**src/rtl/regfile_write_arbiter.sv**
```systemverilog
// ---------------------------------------------------------------------------
// regfile_write_arbiter
//
// Purpose:
//   Shares the register file's single write port between the ALU and the
//   load unit. Also keeps a pending-write scoreboard (busy_mask) that the
//   issue stage uses for RAW hazard stalls.
//   Arbitration: the load unit wins by default. The ALU wins when there is no
//   load request. It also wins after it has lost STARVE_LIMIT consecutive
//   cycles. The granted write reaches the register file one cycle later.
//
// Ports:
//   clk, reset                      clock, synchronous active-high reset
//   alu_valid/ready/index/value     ALU writeback request (valid/ready)
//   mem_valid/ready/index/value     load-unit writeback request (valid/ready)
//   reserve_valid, reserve_index    issue stage claims a destination register
//   busy_mask                       bit n set = write to xn pending
//   write_enabled/index/value       register file write port (registered)
//
// Configuration macro: REGFILE_BYPASS_EN
//   When defined, this macro adds read_index_1/2 (in), read1_bypass/read2_bypass
//   (out) and bypass_value (out). The outputs are registered forwarding of the
//   committing write.
// ---------------------------------------------------------------------------
module regfile_write_arbiter #(
    parameter int STARVE_LIMIT = 3   // 1..15
) (
    input  logic        clk,
    input  logic        reset,
    input  logic        alu_valid,
    output logic        alu_ready,
    input  logic [4:0]  alu_index,
    input  logic [31:0] alu_value,
    input  logic        mem_valid,
    output logic        mem_ready,
    input  logic [4:0]  mem_index,
    input  logic [31:0] mem_value,
    input  logic        reserve_valid,
    input  logic [4:0]  reserve_index,
    output logic [31:0] busy_mask,
    output logic        write_enabled,
    output logic [4:0]  write_index,
    output logic [31:0] write_value
`ifdef REGFILE_BYPASS_EN
    ,
    input  logic [4:0]  read_index_1,
    input  logic [4:0]  read_index_2,
    output logic        read1_bypass,
    output logic        read2_bypass,
    output logic [31:0] bypass_value
`endif
);

    localparam logic [3:0] LIMIT = 4'(STARVE_LIMIT);

    logic [3:0]  starve_q, starve_d;
    logic [31:0] busy_q, busy_d;
    logic        we_q, we_d;
    logic [4:0]  idx_q, idx_d;
    logic [31:0] val_q, val_d;

    logic        alu_grant;
    logic        mem_grant;
    logic [4:0]  grant_index;
    logic [31:0] grant_value;

    // The ALU is granted when there is no load request, or when its starvation
    // limit is reached. The load unit takes every other cycle it requests.
    assign alu_grant   = alu_valid && (!mem_valid || (starve_q == LIMIT));
    assign mem_grant   = mem_valid && !alu_grant;
    assign alu_ready   = alu_grant;
    assign mem_ready   = mem_grant;
    assign grant_index = alu_grant ? alu_index : mem_index;
    assign grant_value = alu_grant ? alu_value : mem_value;

    // NOTE: every output of this block gets a default value first. Any path
    // that does not assign a variable would otherwise infer a latch.
    always_comb begin
        starve_d = 4'd0;
        busy_d   = busy_q;
        we_d     = 1'b0;
        idx_d    = idx_q;
        val_d    = val_q;

        if (alu_valid && !alu_grant) begin
            starve_d = (starve_q == LIMIT) ? starve_q : starve_q + 4'd1;
        end

        // Apply the clear first and the set second. If a new producer reserves
        // the register in the same cycle as the old write commits, the bit stays 1.
        if (we_q) begin
            busy_d[idx_q] = 1'b0;
        end
        if (reserve_valid) begin
            busy_d[reserve_index] = 1'b1;
        end
        busy_d[0] = 1'b0;

        // A grant to x0 completes the handshake. The write is dropped and the
        // write port keeps its last index/value.
        if ((alu_grant || mem_grant) && (grant_index != 5'd0)) begin
            we_d  = 1'b1;
            idx_d = grant_index;
            val_d = grant_value;
        end
    end

    // NOTE: sequential state uses non-blocking assignments only. All registers
    // update together on the edge, and processes cannot race each other.
    always_ff @(posedge clk) begin
        if (reset) begin
            starve_q <= 4'd0;
            busy_q   <= 32'd0;
            we_q     <= 1'b0;
            idx_q    <= 5'd0;
            val_q    <= 32'd0;
        end else begin
            starve_q <= starve_d;
            busy_q   <= busy_d;
            we_q     <= we_d;
            idx_q    <= idx_d;
            val_q    <= val_d;
        end
    end

    assign busy_mask     = busy_q;
    assign write_enabled = we_q;
    assign write_index   = idx_q;
    assign write_value   = val_q;

`ifdef REGFILE_BYPASS_EN
    logic        byp1_q, byp2_q;
    logic [31:0] byp_val_q;

    // This forwards the value committing this cycle to readers of the same
    // register. The register file read in this same cycle still returns stale data.
    always_ff @(posedge clk) begin
        if (reset) begin
            byp1_q    <= 1'b0;
            byp2_q    <= 1'b0;
            byp_val_q <= 32'd0;
        end else begin
            byp1_q <= we_q && (idx_q != 5'd0) && (idx_q == read_index_1);
            byp2_q <= we_q && (idx_q != 5'd0) && (idx_q == read_index_2);
            if (we_q) begin
                byp_val_q <= val_q;
            end
        end
    end

    assign read1_bypass = byp1_q;
    assign read2_bypass = byp2_q;
    assign bypass_value = byp_val_q;
`endif

endmodule

```
**config.mk**
```make
export PLATFORM = sky130hd
export DESIGN_NAME = regfile_write_arbiter
export DESIGN_NICKNAME = d
export VERILOG_FILES = /design/src/rtl/regfile_write_arbiter.sv
export SDC_FILE = /design/constraint.sdc
export NUM_CORES = 1
export LEC_CHECK = 0
export BUFFER_PORTS_ARGS = -buffer_cell sky130_fd_sc_hd__buf_2
export CORE_MARGIN = 1.5
export CORE_UTILIZATION = 50
export CTS_CLUSTER_SIZE = 30
export DETAILED_ROUTE_END_ITERATION = 7
export GPL_TIMING_DRIVEN = 1
export PLACE_DENSITY = 0.9
export SLEW_MARGIN = 40
export SYNTH_ARGS = -nofsm -noshare
export SYNTH_HDL_FRONTEND = slang
export SYNTH_SLANG_ARGS = --single-unit
export TNS_END_PERCENT = 100
```
**constraint.sdc**
```tcl
create_clock -name clk -period 3.1 [get_ports clk]
set_input_delay 0.31 -clock clk [delete_from_list [all_inputs] [get_ports clk]]
set_output_delay 0.31 -clock clk [all_outputs]
set_load 0.01 [all_outputs]
```
# Word level (Yosys, flattened, before mapping)
# Index checks and enable logic that the tools add are counted.
# op_classes
eq_ne,1
bitwise,4
n_addsub,1
reduce_logical,12
order_cmp,4
mux,9
# op_table
cell,n
two-way mux 32 bit,3
AND 32 bit,1
NOT 32 bit,1
bitwise OR 32 bit,1
"less-than comparator 5 x 6 -> 1 bit, second input constant",2
demux 1 bit (select 5 bit),2
">= comparator 5 x 1 -> 1 bit, second input constant",2
logical AND 1 bit,6
two-way mux 5 bit,1
nonzero test 5 bit,1
"adder 4 x 1 -> 4 bit, second input constant",1
"equality test 4 x 2 -> 1 bit, second input constant",1
two-way mux 1 bit,3
zero test 1 bit,2
logical OR 1 bit,2
OR reduction 2 bit,1
NOT 1 bit,1
# word_totals
out_inout_bits,72
reg_bits,74

# Longest topological paths before layout
# depth
word_depth,9
mapped_depth,7
depth_no_buf,6

# Least setup slack after synthesis
# No wires, ideal clock.
# synth_path
path_kind,register to register
start,register starve_q[0]
end,"register val_q[10], in the netlist write_value[10]"
setup_slack_ns,1.442
setup_time_ns,0.120
stages_incl_launch_ff,8
arrival_time_ns,1.539
synth_period_minus_slack_ns,1.658
path_cell_list,dfxtp_1 -> ha_1 -> nor3b_1 -> o2111a_1 -> a211o_1 -> buf_6 -> buf_12 -> mux2i_1
# synth_via
elab_chain_cells,7
# synth_rtl
item,line,source
start: declaration,56,"logic [3:0] starve_q, starve_d;"
start signal: assignment,118,starve_q <= starve_d;
equality test 4 x 2 -> 1 bit *,69,assign alu_grant = alu_valid && (!mem_valid || (starve_q == LIMIT));
logical OR 1 bit *,69,
logical AND 1 bit *,69,
branches (longest 4 deep; another with two-way mux 5 bit),--,
end signal: assignment,122,val_q <= val_d;
end: declaration,60,"logic [31:0] val_q, val_d;"
# Mark *: on every way between the ends.
# A chain may end at the register's enable or synchronous reset.

# Final worst setup path
# layout_path
start,register starve_q[0]
end,output port mem_ready
# layout_via
elab_chain_cells,5
# layout_rtl
item,line,source
equality test 4 x 2 -> 1 bit,69,
logical OR 1 bit,69,
logical AND 1 bit,69,
zero test 1 bit,70,assign mem_grant = mem_valid && !alu_grant;
logical AND 1 bit,70,
end: declaration,35,"output logic mem_ready,"
# Every way passes these cells.

==> flow_metrics.py <==
metrics = {
    "finish": {
        "fin_util": 0.654,
        "nets": 661,
        "drive_gt1_frac": 0.315,
        "areaGrowthSynthToFinish_pct": 24.5,
        "design_area_mm2": 0.00482,
        "nFillCells": 617,
    },
    "hold_path": {
        "hp-class": "input pin to flop",
    },
    "worst_setup_path": {
        "arrival_ps": 1990,
        "rrSetupSlack_ps": 1050,
        "end_kind": "output pin",
        "crit_required_ps": 2790,
        "cpPeakStageDelay_ps": 550,
        "path_class": "flop to output pin",
        "critical_path.cell_chain": "ha_1 -> and4bb_2 -> buf_4 -> nor2_1 -> buf_2",
        "crit_slowest_cell": "buf_4",
        "cp-start-kind": "flop",
        "critPathMaxFanout": 73,
    },
    "die": {
        "start_util": 0.525,
        "dieArea_mm2": 0.00828,
        "row_count": 31,
        "die_h_um": 91.0,
        "die_w_um": 91.0,
        "io_pins": 156,
        "fp.coreArea_mm2": 0.00737,
    },
    "placed_design": {
        "hpwlAfterDp_mm": 7.39,
        "gp_congestion": 0.878,
        "placed_area_mm2": 0.00462,
        "port_buffers": 154,
    },
    "synth": {
        "synthesis.nets": 527,
        "seq_area_frac_synth": 0.378,
        "ys_ff_latch": 73,
        "synthTopCellsByCount": "dfxtp_1, nor3b_1, nand2b_1",
        "syn_area_mm2": 0.00387,
        "synthCells": 442,
        "postSynth.asyncResetShare": 0,
        "yosysTopAreaCellShare": 0.378,
        "yosysWarningCount": 0,
        "yosys.cell_count.top_type": "dfxtp_1",
        "synth_ff_type": "dfxtp_1",
        "yosysUniqueCellTypes": 38,
        "synth.avg_cell_area_um2": 8.76,
        "synth_edf_count": 0,
        "synth_area_leaders": "dfxtp_1, mux2i_1, nor3b_1",
        "synth_area_leader_cell": "dfxtp_1",
    },
    "cts": {
        "clock_latency_ps": 350,
        "cts-root-buf": "clkbuf_8",
        "h-tree-depth": 3,
        "cts.repair.resized": 0,
        "cts_max_path_buffers": 2,
        "clock-sinks": 73,
        "postCtsSetupRepairBufs": 0,
        "numCtsBuffers": 9,
        "cts_hold_buffers": 0,
        "tritoncts": "done",
        "path_clk_slew_ps": 70,
    },
    "grt": {
        "grt_pass1_wl_mm": 16.9,
        "grt_pass1_vias": 3596,
        "grt_max_degree": 80,
        "track_usage": 0.255,
        "grt_overflow_total": 0,
        "antenna_found_initial": 1,
    },
    "timing": {
        "hold_viol": 0,
        "setup_tns_ps": 0,
        "worst_slew_pin_slew_ps": 719,
        "setup_viol_count_final": 0,
        "rsz0062_at_grt": "no",
        "fin_skew_ps": 8.58,
        "period_minus_slack_ps": 2300,
        "clock.fmax_mhz": 434,
        "maxSlewHeadroom": 0.519,
        "period_share": 0.743,
        "report.final.slew_viol_count": 0,
        "hold_ws_ps": 275,
    },
    "detailed_routing": {
        "ant_nets": 0,
        "vias": 3738,
        "drc": 0,
        "first_pass_iters": 5,
        "wl_per_cell_um": 15.3,
        "detail_route.iter0.violations": 168,
        "wl_mm": 10.4,
        "viasPerCell": 5.49,
    },
    "run_status": {
        "status": "completed",
    },
    "job": {
        "drv_cap": 0,
    },
    "pwr": {
        "p_per_area_mw_per_mm2": 438,
        "leakage_nw": 2.14,
        "ir_drop_mv": 0.267,
    },
}
critical path: cells and delay by family (launching register included):
family        cells  cell delay, ps
fa+ha+maj         1             210
flops             1             360
buf+inv           2             720
simple gates      2             340
where the power goes:
| group | leakage (nW) | internal, mW | switching [mW] |
|---|---|---|---|
| Sequential | 0.598 | 0.983 | 0.0356 |
| Combinational | 1.45 | 0.168 | 0.180 |
| Clock | 0.0953 | 0.391 | 0.350 |
state kept, by name (all words and copies together), names as in the netlist:
signal,count
write_value,32
write_index,5
write_enabled,1
busy_mask,31
starve_q,4
cell type report:
type / count / area (µm²) / area share
clock buffer: 11 / 141 / 0.0294
clock inverter: 5 / 55.1 / 0.0114
multi-input combinational: 330 / 2200 / 0.456
antenna: 1 / 2.50 / 0.000519
sequential: 73 / 1460 / 0.303
tap: 99 / 124 / 0.0257
inverter: 3 / 11.3 / 0.00234
timing repair buffer: 159 / 823 / 0.171
cell usage in the layout (no fill, tap or decap), drive strengths merged, types with 3 or more instances in the layout:
cell type | synthesis | layout
nor3b | 42 | 42
o21ai | 31 | 31
nand2 | 35 | 35
and3b | 3 | 3
clkbuf | 24 | 11
nand2b | 37 | 37
o21a | 35 | 35
nand3 | 3 | 3
a21oi | 32 | 32
mux2i | 35 | 35
dfxtp | 73 | 73
o21bai | 35 | 35
nand3b | 5 | 5
inv | 3 | 3
buf | 12 | 159
nor2 | 14 | 14
or3b | 3 | 3
metal layers:
metal,part of all wire,vias up,global-route usage,wire (µm)
li1,-,1831,-,-
met1,0.40,1712,0.293,4150
met2,0.49,179,0.429,5080
met3,0.097,16,0.0913,1010
met4,0.015,0,0.100,157
met5,0,-,0,0
through the flow:
stage / cells / power (mW) / worst slack, ps
CTS: 680 / 2.11 / 786
finish: 681 / 2.11 / 797
global route: 681 / 2.21 / 594
global placement: 664 / 1.37 / 1220
floorplan: 442 / 1.25 / 1440
detailed placement: 664 / 1.39 / 1090
cell families (layout without fill, tap and decap cells):
kind of cell / Yosys count / in the layout / synth area share
adders and majority gates: 1 / 1 / 0.00323
AOI/OAI and AO/OA: 139 / 139 / 0.231
muxes: 35 / 35 / 0.0905
DFF: 73 / 73 / 0.378
xor gates and xnor gates: 2 / 2 / 0.00453
buffers and inverters: 39 / 178 / 0.0563
and+or+nand+nor: 152 / 152 / 0.236
other: 1 / 2 / 0.000969
final timing paths:
| check | from | endpoint | depth (start not counted) |
|---|---|---|---|
| worst min register to register | starve_q[0] | starve_q[0] | 1 |
| worst max-delay path | starve_q[0] | mem_ready | 5 |
| worst max register to register | starve_q[0] | write_index[3] | 6 |
| worst min-delay path | mem_valid | starve_q[1] | 3 |
Power figures use the tool's default switching activity.
